[config.mk]
export PLATFORM = sky130hd
export DESIGN_NAME = beep_pattern_ctrl
export DESIGN_NICKNAME = d
export VERILOG_FILES = /design/src/rtl/beep_pkg.sv /design/src/rtl/beep_tone_gen.sv /design/src/rtl/beep_pattern_ctrl.sv
export SDC_FILE = /design/constraint.sdc
export NUM_CORES = 1
export LEC_CHECK = 0
export CAP_MARGIN = 20
export CORE_MARGIN = 2
export CORE_UTILIZATION = 54
export DETAILED_ROUTE_END_ITERATION = 8
export GPL_TIMING_DRIVEN = 1
export HOLD_SLACK_MARGIN = 0.15
export PLACE_DENSITY = 0.78
export SKIP_LAST_GASP = 1
export SLEW_MARGIN = 20
export SYNTH_ARGS = -nofsm -noshare
export SYNTH_HDL_FRONTEND = slang
export SYNTH_SLANG_ARGS = --single-unit
[constraint.sdc]
create_clock -name clk -period 2.55 [get_ports clk]
set_clock_uncertainty 0.15 [all_clocks]
set_input_delay 0.51 -clock clk [delete_from_list [all_inputs] [get_ports clk]]
set_output_delay 0.51 -clock clk [all_outputs]
set_load 0.02 [all_outputs]
[src/rtl/beep_pkg.sv]
// rtl/beep_pkg.sv - shared encodings and tone half-period helpers for the beeper
package beep_pkg;

    typedef enum logic [1:0] {
        MODE_SINGLE = 2'd0,
        MODE_BURST  = 2'd1,
        MODE_CONT   = 2'd2,
        MODE_MUTE   = 2'd3
    } mode_e;

    typedef enum logic [1:0] {
        IDLE = 2'd0,
        ON   = 2'd1,
        OFF  = 2'd2
    } state_e;

    function automatic int clog2_min1(input int v);
        return (v > 1) ? $clog2(v) : 1;
    endfunction

    // Half-period in clocks of channel k's tone, never below one cycle.
    function automatic int half_period(input int clk_hz, input int tone0_hz,
                                       input int step_hz, input int k);
        int f;
        int h;
        f = tone0_hz + k * step_hz;
        if (f <= 0) return 1;
        h = clk_hz / (2 * f);
        return (h < 1) ? 1 : h;
    endfunction

    function automatic int max_half(input int clk_hz, input int tone0_hz,
                                    input int step_hz, input int n_ch);
        int m;
        m = 1;
        for (int k = 0; k < n_ch; k++) begin
            if (half_period(clk_hz, tone0_hz, step_hz, k) > m)
                m = half_period(clk_hz, tone0_hz, step_hz, k);
        end
        return m;
    endfunction

endpackage

[src/rtl/beep_tone_gen.sv]
// rtl/beep_tone_gen.sv - restartable square-wave generator with programmable half-period
module beep_tone_gen #(
    parameter int HALF_W = 8
) (
    input  logic              clk,
    input  logic              rst,
    input  logic              restart,
    input  logic [HALF_W-1:0] half_per,
    output logic              sq
);

    logic [HALF_W-1:0] cnt_q, cnt_d;
    logic              ph_q, ph_d;

    // sq is the tone level for the coming cycle, so the parent can register it
    // in the same edge that changes its state.
    always_comb begin
        cnt_d = cnt_q;
        ph_d  = ph_q;
        if (restart) begin
            cnt_d = '0;
            ph_d  = 1'b1;
        end else if (cnt_q == half_per - HALF_W'(1)) begin
            cnt_d = '0;
            ph_d  = ~ph_q;
        end else begin
            cnt_d = cnt_q + HALF_W'(1);
        end
    end

    assign sq = ph_d;

    always_ff @(posedge clk or posedge rst) begin
        if (rst) begin
            cnt_q <= '0;
            ph_q  <= 1'b0;
        end else begin
            cnt_q <= cnt_d;
            ph_q  <= ph_d;
        end
    end

endmodule

[src/rtl/beep_pattern_ctrl.sv]
// rtl/beep_pattern_ctrl.sv - multi-channel buzzer pattern FSM (single/burst/continuous/mute)
module beep_pattern_ctrl
    import beep_pkg::*;
#(
    parameter int CLK_HZ       = 50_000_000,
    parameter int N_CH         = 4,
    parameter int TONE0_HZ     = 2_000,
    parameter int TONE_STEP_HZ = 500,
    parameter int ON_CYC       = 5_000_000,
    parameter int OFF_CYC      = 5_000_000,
    localparam int CH_W        = clog2_min1(N_CH)
) (
    input  logic            clk,
    input  logic            rst,
    input  logic [N_CH-1:0] trig,
    input  logic [1:0]      mode,
    input  logic [3:0]      burst_len,
    output logic            beep,
    output logic            busy,
    output logic [CH_W-1:0] active_ch
);

    localparam int PH_MAX = (ON_CYC > OFF_CYC) ? ON_CYC : OFF_CYC;
    localparam int PH_W   = clog2_min1(PH_MAX);
    localparam int HALF_W = clog2_min1(max_half(CLK_HZ, TONE0_HZ, TONE_STEP_HZ, N_CH) + 1);
    localparam int N_TBL  = 2 ** CH_W;

    state_e            state_q, state_d;
    mode_e             mode_q, mode_d;
    logic [3:0]        len_q, len_d;
    logic [3:0]        bcnt_q, bcnt_d;
    logic [PH_W-1:0]   ph_q, ph_d;
    logic [CH_W-1:0]   ch_q, ch_d;
    logic              busy_q, busy_d;
    logic              beep_q, beep_d;
    logic              restart, to_idle, tone_sq;
    logic [N_CH-1:0]   hold_mask, trig_new;
    logic [HALF_W-1:0] half_tbl [N_TBL];
    logic [HALF_W-1:0] half_per;

    for (genvar k = 0; k < N_TBL; k++) begin : g_half
        assign half_tbl[k] = HALF_W'(half_period(CLK_HZ, TONE0_HZ, TONE_STEP_HZ,
                                                 (k < N_CH) ? k : 0));
    end

    assign half_per = half_tbl[ch_q];

    function automatic logic [CH_W-1:0] lowest(input logic [N_CH-1:0] v);
        lowest = '0;
        for (int i = N_CH - 1; i >= 0; i--) begin
            if (v[i]) lowest = CH_W'(i);
        end
    endfunction

    // A continuous pattern's own held level must not look like a fresh trigger.
    assign hold_mask = (busy_q && mode_q == MODE_CONT) ? (N_CH'(1) << ch_q) : '0;
    assign trig_new  = trig & ~hold_mask;

    always_comb begin
        state_d = state_q;
        mode_d  = mode_q;
        len_d   = len_q;
        bcnt_d  = bcnt_q;
        ph_d    = ph_q;
        ch_d    = ch_q;
        restart = 1'b0;
        to_idle = 1'b0;
        if (mode == MODE_MUTE) begin
            to_idle = 1'b1;
        end else if (trig_new != '0) begin
            state_d = ON;
            mode_d  = mode_e'(mode);
            len_d   = (burst_len == 4'd0) ? 4'd1 : burst_len;
            bcnt_d  = '0;
            ph_d    = '0;
            ch_d    = lowest(trig);
            restart = 1'b1;
        end else begin
            case (state_q)
                ON: begin
                    if (mode_q == MODE_CONT && !trig[ch_q]) begin
                        to_idle = 1'b1;
                    end else if (ph_q == PH_W'(ON_CYC - 1)) begin
                        ph_d = '0;
                        if (mode_q == MODE_SINGLE ||
                            (mode_q == MODE_BURST && bcnt_q == len_q - 4'd1)) begin
                            to_idle = 1'b1;
                        end else begin
                            state_d = OFF;
                            if (mode_q == MODE_BURST) bcnt_d = bcnt_q + 4'd1;
                        end
                    end else begin
                        ph_d = ph_q + PH_W'(1);
                    end
                end
                OFF: begin
                    if (mode_q == MODE_CONT && !trig[ch_q]) begin
                        to_idle = 1'b1;
                    end else if (ph_q == PH_W'(OFF_CYC - 1)) begin
                        state_d = ON;
                        ph_d    = '0;
                        restart = 1'b1;
                    end else begin
                        ph_d = ph_q + PH_W'(1);
                    end
                end
                default: ;
            endcase
        end
        if (to_idle) begin
            state_d = IDLE;
            ph_d    = '0;
            bcnt_d  = '0;
            ch_d    = '0;
        end
        busy_d = (state_d != IDLE);
    end

    assign beep_d = (state_d == ON) && tone_sq;

    beep_tone_gen #(
        .HALF_W (HALF_W)
    ) u_tone (
        .clk      (clk),
        .rst      (rst),
        .restart  (restart),
        .half_per (half_per),
        .sq       (tone_sq)
    );

    always_ff @(posedge clk or posedge rst) begin
        if (rst) begin
            state_q <= IDLE;
            mode_q  <= MODE_SINGLE;
            len_q   <= 4'd1;
            bcnt_q  <= '0;
            ph_q    <= '0;
            ch_q    <= '0;
            busy_q  <= 1'b0;
            beep_q  <= 1'b0;
        end else begin
            state_q <= state_d;
            mode_q  <= mode_d;
            len_q   <= len_d;
            bcnt_q  <= bcnt_d;
            ph_q    <= ph_d;
            ch_q    <= ch_d;
            busy_q  <= busy_d;
            beep_q  <= beep_d;
        end
    end

    assign beep      = beep_q;
    assign busy      = busy_q;
    assign active_ch = ch_q;

endmodule

==> qor.csv <==
stage,metric,value,unit
setup_path,Crit path max-delay family,compound AO/OA/AOI/OAI gates,
setup_path,FF-to-FF Start,active_ch[0]$_DFFE_PP0P_,
sta,Worst Tran Pin Value,0.551,ns
run,max_cap viols,0,
drt,vias per cell,6.26,
sta,RSZ-0062 raised after global routing,true,
drt,DRT Pass-1 Iters,5,
cts,CTS Sinks,54,
synthesis,"Distinct cells, synth",53,
power_and_ir_drop,Cell Pwr Density,379,nW/um^2
global_route,antenna violations before repair,0,
sta,"Hold Vio Cnt, Final",0,
synthesis,"EDFF count, synth",0,
setup_path,R2R setup slack,-0.27,ns
synthesis,register area share after synthesis,41.5,%
cts,Clock Tree Buf Depth,2,
drt,Routed WL per cell,18.4,um
synthesis,Synth Instances,352,
final_layout,post-route cell area,4450,um^2
setup_path,slowest CP cell,a222oi_1,
cts,TritonCTS buffer count,5,
floorplanning,Die X,81.7,um
synthesis,synthesized area per cell,9.26,um^2
drt,DR vias,3092,
sta,crit share post-route,111,%
power_and_ir_drop,Switching Share,27.8,%
setup_path,Critical Path RT,2.65,ns
cts,Clock Latency Late Sink,0.31,ns
global_route,grt met2 use,42.6,%
setup_path,Critical Path Start Type,flop,
global_route,met3 usage,4.51,%
sta,"Slew Viols, Final",0,
floorplanning,Starting Density,55.4,%
power_and_ir_drop,total power,1.69,mW
final_layout,"commonest non-fill, non-tap cell in the layout",dfrtp_1,
cts,number of H-tree levels,2,
final_layout,fillers,368,
placement,Final Wtd Congestion,0.893,
global_route,busiest grt layer,met2,
drt,Total Wirelength,9100,um
sta,worst setup margin,-0.271,ns
placement,post-DP HPWL,5350,um
sta,minimum clock period,2.82,ns
sta,fmax,355,MHz
global_route,vias in the first global route,2773,
final_layout,antenna cells,0,
outcome,outcome,"complete, but fails checks",
setup_path,worst r2r path cells,11,
global_route,first-pass GRT wire length,12900,um
hold_path,Hold Path Class,primary input to async pin,
power_and_ir_drop,Pint,1.22,mW
global_route,Total Routing Usage GR,24.9,%
global_route,global routing usage on met1,32.2,%
power_and_ir_drop,Max IR drop VDD,297,uV
outcome,failing checks,negative setup slack,
power_and_ir_drop,Gate power share,19.1,%
cts,CTS tree,yes,
sta,Setup-failing EPs final,45,
setup_path,"Max FO, Critical Path",10,
power_and_ir_drop,sequential power share,53.2,%
drt,DRC,0,
sta,Slew Limit Headroom,63.2,%
power_and_ir_drop,P_sw,0.469,mW
synthesis,syn nets,377,
setup_path,"critical path, cell by cell",buf_6 -> inv_6 -> ha_4 -> nand4b_1 -> a222oi_1 -> nand2_1 -> a2111oi_4 -> buf_4 -> clkbuf_16 -> o21ai_0 -> a21oi_2,
synthesis,"Cell Area, Synth",3260,um^2
placement,Placed Area,3760,um^2
floorplanning,Placeable Area,5890,um^2
synthesis,Yosys warning count,0,
drt,Iter 0 DRT Violations,229,
floorplanning,IO Pins,16,
final_layout,P&R area growth vs syn,36.6,%
setup_path,Setup CP Type,flop to flop,
synthesis,"FF+latch count, synth",54,
setup_path,CP Capture Type,flop,
power_and_ir_drop,clock power share,27.7,%
synthesis,ys flop type,dfrtp_1,
final_layout,Final Net Count,444,
setup_path,RR Endpoint,ph_q[10]$_DFFE_PP0P_,
setup_path,crit path DAT,2.92,ns
setup_path,beginning of the critical path,active_ch[0]$_DFFE_PP0P_,
cts,clk root buf,clkbuf_8,
setup_path,number of buffers and inverters on the critical path,4,
global_route,global route total overflow,0,
floorplanning,die extent in y,81.7,um
final_layout,layout cell share with drive strength beyond 1,31.7,%
synthesis,ys async rst share,100,%
power_and_ir_drop,leakage,1.69,nW
floorplanning,Die ar.,6670,um^2
placement,Port Buffer Count,15,
floorplanning,Rows,28,
global_route,largest net degree at the start of global routing,25,
setup_path,Crit path largest cell delay,0.51,ns
drt,antenna-violating nets left,0,
final_layout,most frequent cells in the layout,"dfrtp_1 (51), buf_4 (39), nor2_1 (24)",
cts,Clock transition at path regs,0.10,ns
-- routing by layer --
metal  vias to the layer above  wire length (um)
met5                         -                 0
met4                         0               116
met3                        13               492
met2                       130              4730
met1                      1535              3760
li1                       1414                 -
-- power groups by stage --
stage,registers [mW],clock network (mW),logic (mW)
2_1_floorplan,0.913,0,0.140
3_3_place_gp,0.912,0,0.234
3_5_place_dp,0.914,0,0.243
4_1_cts,0.897,0.463,0.261
5_1_grt,0.902,0.501,0.347
6_report,0.899,0.467,0.323
-- kinds of logic after synthesis --
logic type / Yosys count / synth area share, %
AND/OR/NAND/NOR: 153 / 25.3
AO/OA/AOI/OAI: 70 / 14.2
flip-flops: 54 / 41.5
buffers and inverters: 28 / 3.65
XOR/XNOR: 26 / 7.45
adder cells (fa/ha/maj): 13 / 4.99
multiplexers: 8 / 2.92
-- synthesized netlist by cell type, drive strengths merged (6+ instances only) --
master | count | area, um^2
dfrtp | 53 | 1330
nor2 | 42 | 158
o21ai | 23 | 115
a21oi | 22 | 114
nand2 | 20 | 77.6
nand3 | 20 | 100
inv | 17 | 63.8
or3 | 15 | 98.8
xnor2 | 15 | 131
ha | 13 | 163
nand4 | 10 | 62.6
nor3 | 10 | 50.1
xor2 | 10 | 87.6
o31ai | 8 | 60.1
clkbuf | 7 | 27.5
or4 | 7 | 52.6
and3 | 6 | 37.5
nor4b | 6 | 52.6
-- worst reg2reg max path, stage by stage (launching register included) --
cell,delay (ns)
dfrtp_2,0.44
buf_6,0.14
inv_6,0.06
ha_4,0.14
nand4b_1,0.10
a222oi_1,0.51
nand2_1,0.23
a2111oi_4,0.32
buf_4,0.23
clkbuf_16,0.16
o21ai_0,0.11
a21oi_2,0.16
-- state kept, by name (all words and copies together) (netlist names) --
name and count:
busy 1, bcnt_q 4, u_tone.cnt_q 14, state_q 2
mode_q 2, len_q 4, u_tone.ph_q 1, active_ch 2
beep 1, ph_q 23
-- through the flow --
step	setup WS [ns]	util, %	TNS [ns]	instances	hold WS [ns]
2_1_floorplan	-0.0274	-	-0.154	352	0.341
3_3_place_gp	-0.443	63.9	-13.68	467	0.366
3_5_place_dp	-0.513	63.9	-16.70	467	0.392
4_1_cts	-0.181	67.5	-2.64	480	0.412
5_1_grt	-0.351	75.6	-10.71	494	0.440
6_report	-0.271	75.6	-7.76	494	0.414
-- repair_timing --
item / CTS / global route
endpoints found under the setup margin: 45 / 47
setup buffers: 4 / 10
resized for setup: 16 / 92
pin swaps: 13 / 41
hold buffers: 0 / 0
cloned: 2 / 4
hold endpoints to repair: 0 / 0
-- how the worst max path moves through the flow --
stage / to / slack (ns) / cells after the start
final: ph_q[10]$_DFFE_PP0P_ / -0.27 / 11
after global routing: ph_q[2]$_DFFE_PP0P_ / -0.35 / 11
after CTS: ph_q[16]$_DFFE_PP0P_ / -0.18 / 9
after detailed placement: ph_q[16]$_DFFE_PP0P_ / -0.51 / 8
after global placement: ph_q[21]$_DFFE_PP0P_ / -0.44 / 8
after floorplan: ph_q[14]$_DFFE_PP0P_ / -0.03 / 8
-- final cells by class --
cell class	instances	area (um^2)	area share, %
clock buffers	7	76.3	1.71
inverters	17	68.8	1.55
multi-input cells	270	2130	47.9
flip-flops and latches	54	1360	30.4
well taps	75	93.8	2.11
repair buffers	71	726	16.3
(Power assumes the default switching activity.)
==> RTL edit 1, RTL diff (same flow settings) <==
Reset style: synchronous (`rst`), changed in 2 clocked blocks.
--- a/src/rtl/beep_tone_gen.sv
+++ b/src/rtl/beep_tone_gen.sv
@@ -30,7 +30,7 @@
 
     assign sq = ph_d;
 
-    always_ff @(posedge clk or posedge rst) begin
+    always_ff @(posedge clk) begin
         if (rst) begin
             cnt_q <= '0;
             ph_q  <= 1'b0;
--- a/src/rtl/beep_pattern_ctrl.sv
+++ b/src/rtl/beep_pattern_ctrl.sv
@@ -128,7 +128,7 @@
         .sq       (tone_sq)
     );
 
-    always_ff @(posedge clk or posedge rst) begin
+    always_ff @(posedge clk) begin
         if (rst) begin
             state_q <= IDLE;
             mode_q  <= MODE_SINGLE;
Check against the original RTL: differs if rst is asserted again (counterexample within 4 cycles, from zero or initial values and one cycle with rst high); with rst held inactive, the same outputs for 10 cycles.
==> RTL edit 1 against the original RTL <==
- sequential cell count unchanged
- wire length is 25% lower
- setup slack better by 0.27 ns
- worst hold slack got worse by 0.063 ns
- critical endpoint is now u_tone.cnt_q[10]
- power fell by 4.2%
- maximum frequency grew 11%
- the flow still finishes with violations (setup timing)
- cell area fell by 19%
- highest routed layer unchanged
- synthesized area shrank 6.5%
- combinational power fell by 21%
- core utilization fell by 10 points
- global-route usage shrank 3.9 points
- critical path depth down 3
==> RTL edit 1: results (changes against the original RTL) <==
stage	metric	value	unit	change
outcome	status	complete, but fails checks		
outcome	failed_checks	setup timing		
grt	grtUsageMet2	36.86	%	-5.8 points
drt	drt-pass1-iter-count	6		+1
timing	finalSetupViolations	1		-98%
place	gp_congestion	0.8627		-3.4%
place	dp_cells	455		-2.6%
cells_and_area	diodes	0		unchanged
cells_and_area	drive_above_1_share	15.48	%	-16 points
place	hpwlAfterDp	4716	um	-12%
timing	worst_slack	-0.002006	ns	+0.2688 ns
worst_setup_path	reg2reg_slack	0.05	ns	+0.32 ns
drt	vias	2643		-15%
synth	synthMuxAreaShare	1.109	%	-1.8 points
worst_setup_path	cp.arrival	2.65	ns	-0.27 ns
synth	synth_adder_area_share	5.339	%	+0.35 points
synth	synth_ff_type	dfxtp_1		
synth	synth_nets	382		+1.3%
synth	synth_xor_xnor_area_share	14.37	%	+6.9 points
grt	grt_max_degree	23		-8.0%
timing	tns	-0.002006	ns	+7.760 ns
synth	synth-async-reset-ratio	0	%	-100 points
synth	ys_types	50		-5.7%
clock_tree	cts_buffer_depth	2		unchanged
grt	grt_pass1_vias	2427		-12%
cells_and_area	fillers	438		+19%
clock_tree	clkTransAtPathRegs	0.10	ns	about the same
grt	met1_usage	26.49	%	-5.7 points
synth	synth_compound_area_share	8.706	%	-5.5 points
grt	grt_pass1_wl	10730	um	-17%
worst_setup_path	critPathTopFamily	simple AND/OR/NAND/NOR gates		
synth	synth_area_leaders	dfxtp_1 35%, nor2_1 7.5%, xor2_1 7.5%		
worst_hold_path	hold_path_class	reg2reg		
worst_setup_path	critPathMaxFanout	7		-3
power_and_ir_drop	leakage	1.303	nW	-23%
place	post_dp_cell_area	3383	um^2	-10%
clock_tree	insertion_delay	0.30	ns	
drt	drt-total-wl	6780	um	-25%
grt	met3_usage	3.636	%	-0.87 points
synth	synth_common_cells	61 x nor2_1, 54 x dfxtp_1, 26 x xor2_1, 24 x xnor2_1, 21 x nand3_1		
cells_and_area	fin_area	3587	um^2	-19%
power_and_ir_drop	peakVddDrop	0.2512	mV	-15%
timing	timing.hold.ws	0.3511	ns	-0.06302 ns
worst_setup_path	max_stage_delay	0.52	ns	
worst_setup_path	slowest_stage	mux4_2		
drt	drt-initial-drc-count	208		-9.2%
place	dp_worst_setup_slack	-0.2967	ns	+0.2165 ns
synth	seq_area_frac_synth	35.48	%	-6.0 points
grt	grtUsageTotal	20.97	%	-3.9 points
synth	netlist_instances	357		+1.4%
cells_and_area	nets	418		-5.9%
drt	wl_per_cell	14.55	um	-21%
timing	worst-slew-pin-transition	0.5665	ns	+0.01570 ns
## RTL edit 1: changes by cell type in the layout (fill, tap and decap cells not counted), sizes merged, moves of 9 or more
cell / delta
buf: -28
dfrtp: -53
dfxtp: +54
nor2: +19
o21ai: -18
or3: -13
xnor2: +9
xor2: +16
## RTL edit 1: routing by layer
layer | vias up | part of all wire, %
met1 | 1243 | 44
met4 | 0 | 2.0
met3 | 17 | 4.7
met2 | 73 | 49
li1 | 1310 | -
met5 | - | 0
## RTL edit 1: power by group
group	switching, mW	internal [mW]	total, mW
logic	0.134	0.121	0.255
registers	0.0184	0.861	0.880
clock network	0.283	0.200	0.483
## RTL edit 1: final cells by class
type	instances	area share (%)
tap	72	2.511
sequential	54	30.24
clock buffer	6	2.023
timing repair buffer	41	10.53
inverter	15	1.639
clock inverter	2	0.4883
multi-input combinational	276	52.56
## RTL edit 1: timing repair
action,in CTS,in global routing
resized for setup,0,19
buffers inserted,0,1
setup endpoints to repair,0,39
## RTL edit 1: path summary, 6_finish.rpt
path / start / end / depth (start not counted)
max: trig[3] / u_tone.cnt_q[10] / 8
min: len_q[3] / len_q[3] / 2
max reg2reg: len_q[0] / busy / 9
min reg2reg: len_q[3] / len_q[3] / 2
## RTL edit 1: cells by family after synthesis
family | count (synthesis)
AO/OA/AOI/OAI | 37
XOR/XNOR | 50
adder cells (fa/ha/maj) | 13
buffers and inverters | 27
flip-flops | 54
multiplexers | 2
AND/OR/NAND/NOR | 174
## RTL edit 1: worst register-to-register path, delay by kind of cell, from the launching register on
family          cells  cell delay [ns]
simple gates        1             0.21
buf+inv             2             0.28
flops               1             0.37
xor+xnor            2             0.31
fa+ha+maj           1             0.21
compound gates      3             0.85
==> RTL edit 2, RTL diff (same flow settings) <==
Without the edit above. `N_CH`: 4 -> 2.
--- a/src/rtl/beep_pattern_ctrl.sv
+++ b/src/rtl/beep_pattern_ctrl.sv
@@ -3,7 +3,7 @@
     import beep_pkg::*;
 #(
     parameter int CLK_HZ       = 50_000_000,
-    parameter int N_CH         = 4,
+    parameter int N_CH         = 2,
     parameter int TONE0_HZ     = 2_000,
     parameter int TONE_STEP_HZ = 500,
     parameter int ON_CYC       = 5_000_000,
Interface: changed (resized active_ch and trig); port bits go from 16 to 13. The function was not compared with the original's and may differ.
==> RTL edit 2 against the original RTL <==
- the run still ends with setup timing left
- power is 5.9% higher
- global-route usage is 1.2 points lower
- sequential cell count is 1 lower
- wire length fell by 24%
- cell area fell by 14%
- setup slack improved by 0.14 ns
- synthesized area fell by 6.3%
- count of clock-buffer cells in the layout fell by 2
==> RTL edit 2: results (changes against the original RTL) <==
stage	metric	value	unit	change
synth	seq_area_frac_synth	43.47	%	+2.0 points
place	gp_congestion	0.8675		-2.9%
synth	synthMuxAreaShare	2.704	%	-0.21 points
synth	synth_nets	343		-9.0%
synth	avgSynthCellArea	9.340	um^2	+0.87%
worst_setup_path	critPathTopFamily	simple AND/OR/NAND/NOR gates		
synth	synth_compound_area_share	14.54	%	+0.34 points
grt	grt_pass1_wl	11990	um	-7.0%
cells_and_area	multi_input_area_share	45.40	%	-2.5 points
synth	synth_area_leaders	dfrtp_1 43%, nor2_1 4.9%, a21oi_1 4.3%		
timing	worst_slack	-0.1259	ns	+0.1450 ns
grt	grt_pass1_vias	2597		-6.3%
place	numPortBuffers	12		-3
cells_and_area	seq_cell_count	53		-1.9%
power_and_ir_drop	seqPwrFrac	50.5	%	-2.7 points
power_and_ir_drop	peakVddDrop	0.3583	mV	+21%
synth	ys_types	55		+3.8%
power_and_ir_drop	intPower	1.249	mW	+2.4%
cells_and_area	sh_seq_area	34.61	%	+4.2 points
outcome	status	complete, but fails checks		
cells_and_area	n_all_buffers	62		-13%
power_and_ir_drop	powerClk	504	uW	+7.9%
grt	grtUsageTotal	23.67	%	-1.2 points
synth	synth_common_cells	52 x dfrtp_1, 40 x nor2_1, 27 x nand2_1, 26 x a21oi_1, 20 x nand3_1		
place	dp_worst_setup_slack	-0.1758	ns	+0.3374 ns
cells_and_area	seq_area	1328	um^2	-2.0%
cells_and_area	nets	403		-9.2%
place	post_dp_cell_area	3605	um^2	-4.2%
worst_setup_path	max_stage_delay	0.56	ns	+0.05 ns
clock_tree	cts_resized	4		-12
drt	drt-initial-drc-count	149		-35%
cells_and_area	drive_above_1_share	22.16	%	-9.6 points
power_and_ir_drop	leakage	1.567	nW	-7.4%
cells_and_area	num-multi-input-gates	256		-5.2%
outcome	failed_checks	setup timing		
timing	finalSetupViolations	10		-78%
worst_setup_path	critPathMaxFanout	24		+14
-- RTL edit 2: cell types whose count changed after synthesis, sizes merged, moves of 4 or more --
cell     delta
nand2       +7
nor4b       -4
xnor2       -5
inv         -8
o21ai      -12
or3        -12
ha          -7
o2111ai     +6
a21oi       +4
-- RTL edit 2: per-layer routing --
layer / share of wire, % / track usage [%] / up-vias
met3: 2.7 / 2.614 / 9
met5: 0 / 0 / -
met2: 51 / 39.66 / 53
met4: 1.1 / 6.897 / 0
met1: 45 / 32.50 / 1326
li1: - / - / 1327
-- RTL edit 2: worst paths after layout --
path                                   end  cells after the start
max                               ph_q[18]                      7
max in group asynchronous          ph_q[4]                      3
min                        u_tone.cnt_q[0]                      1
min in group asynchronous  u_tone.cnt_q[8]                      2
max reg2reg                       ph_q[18]                      7
min reg2reg                u_tone.cnt_q[0]                      1
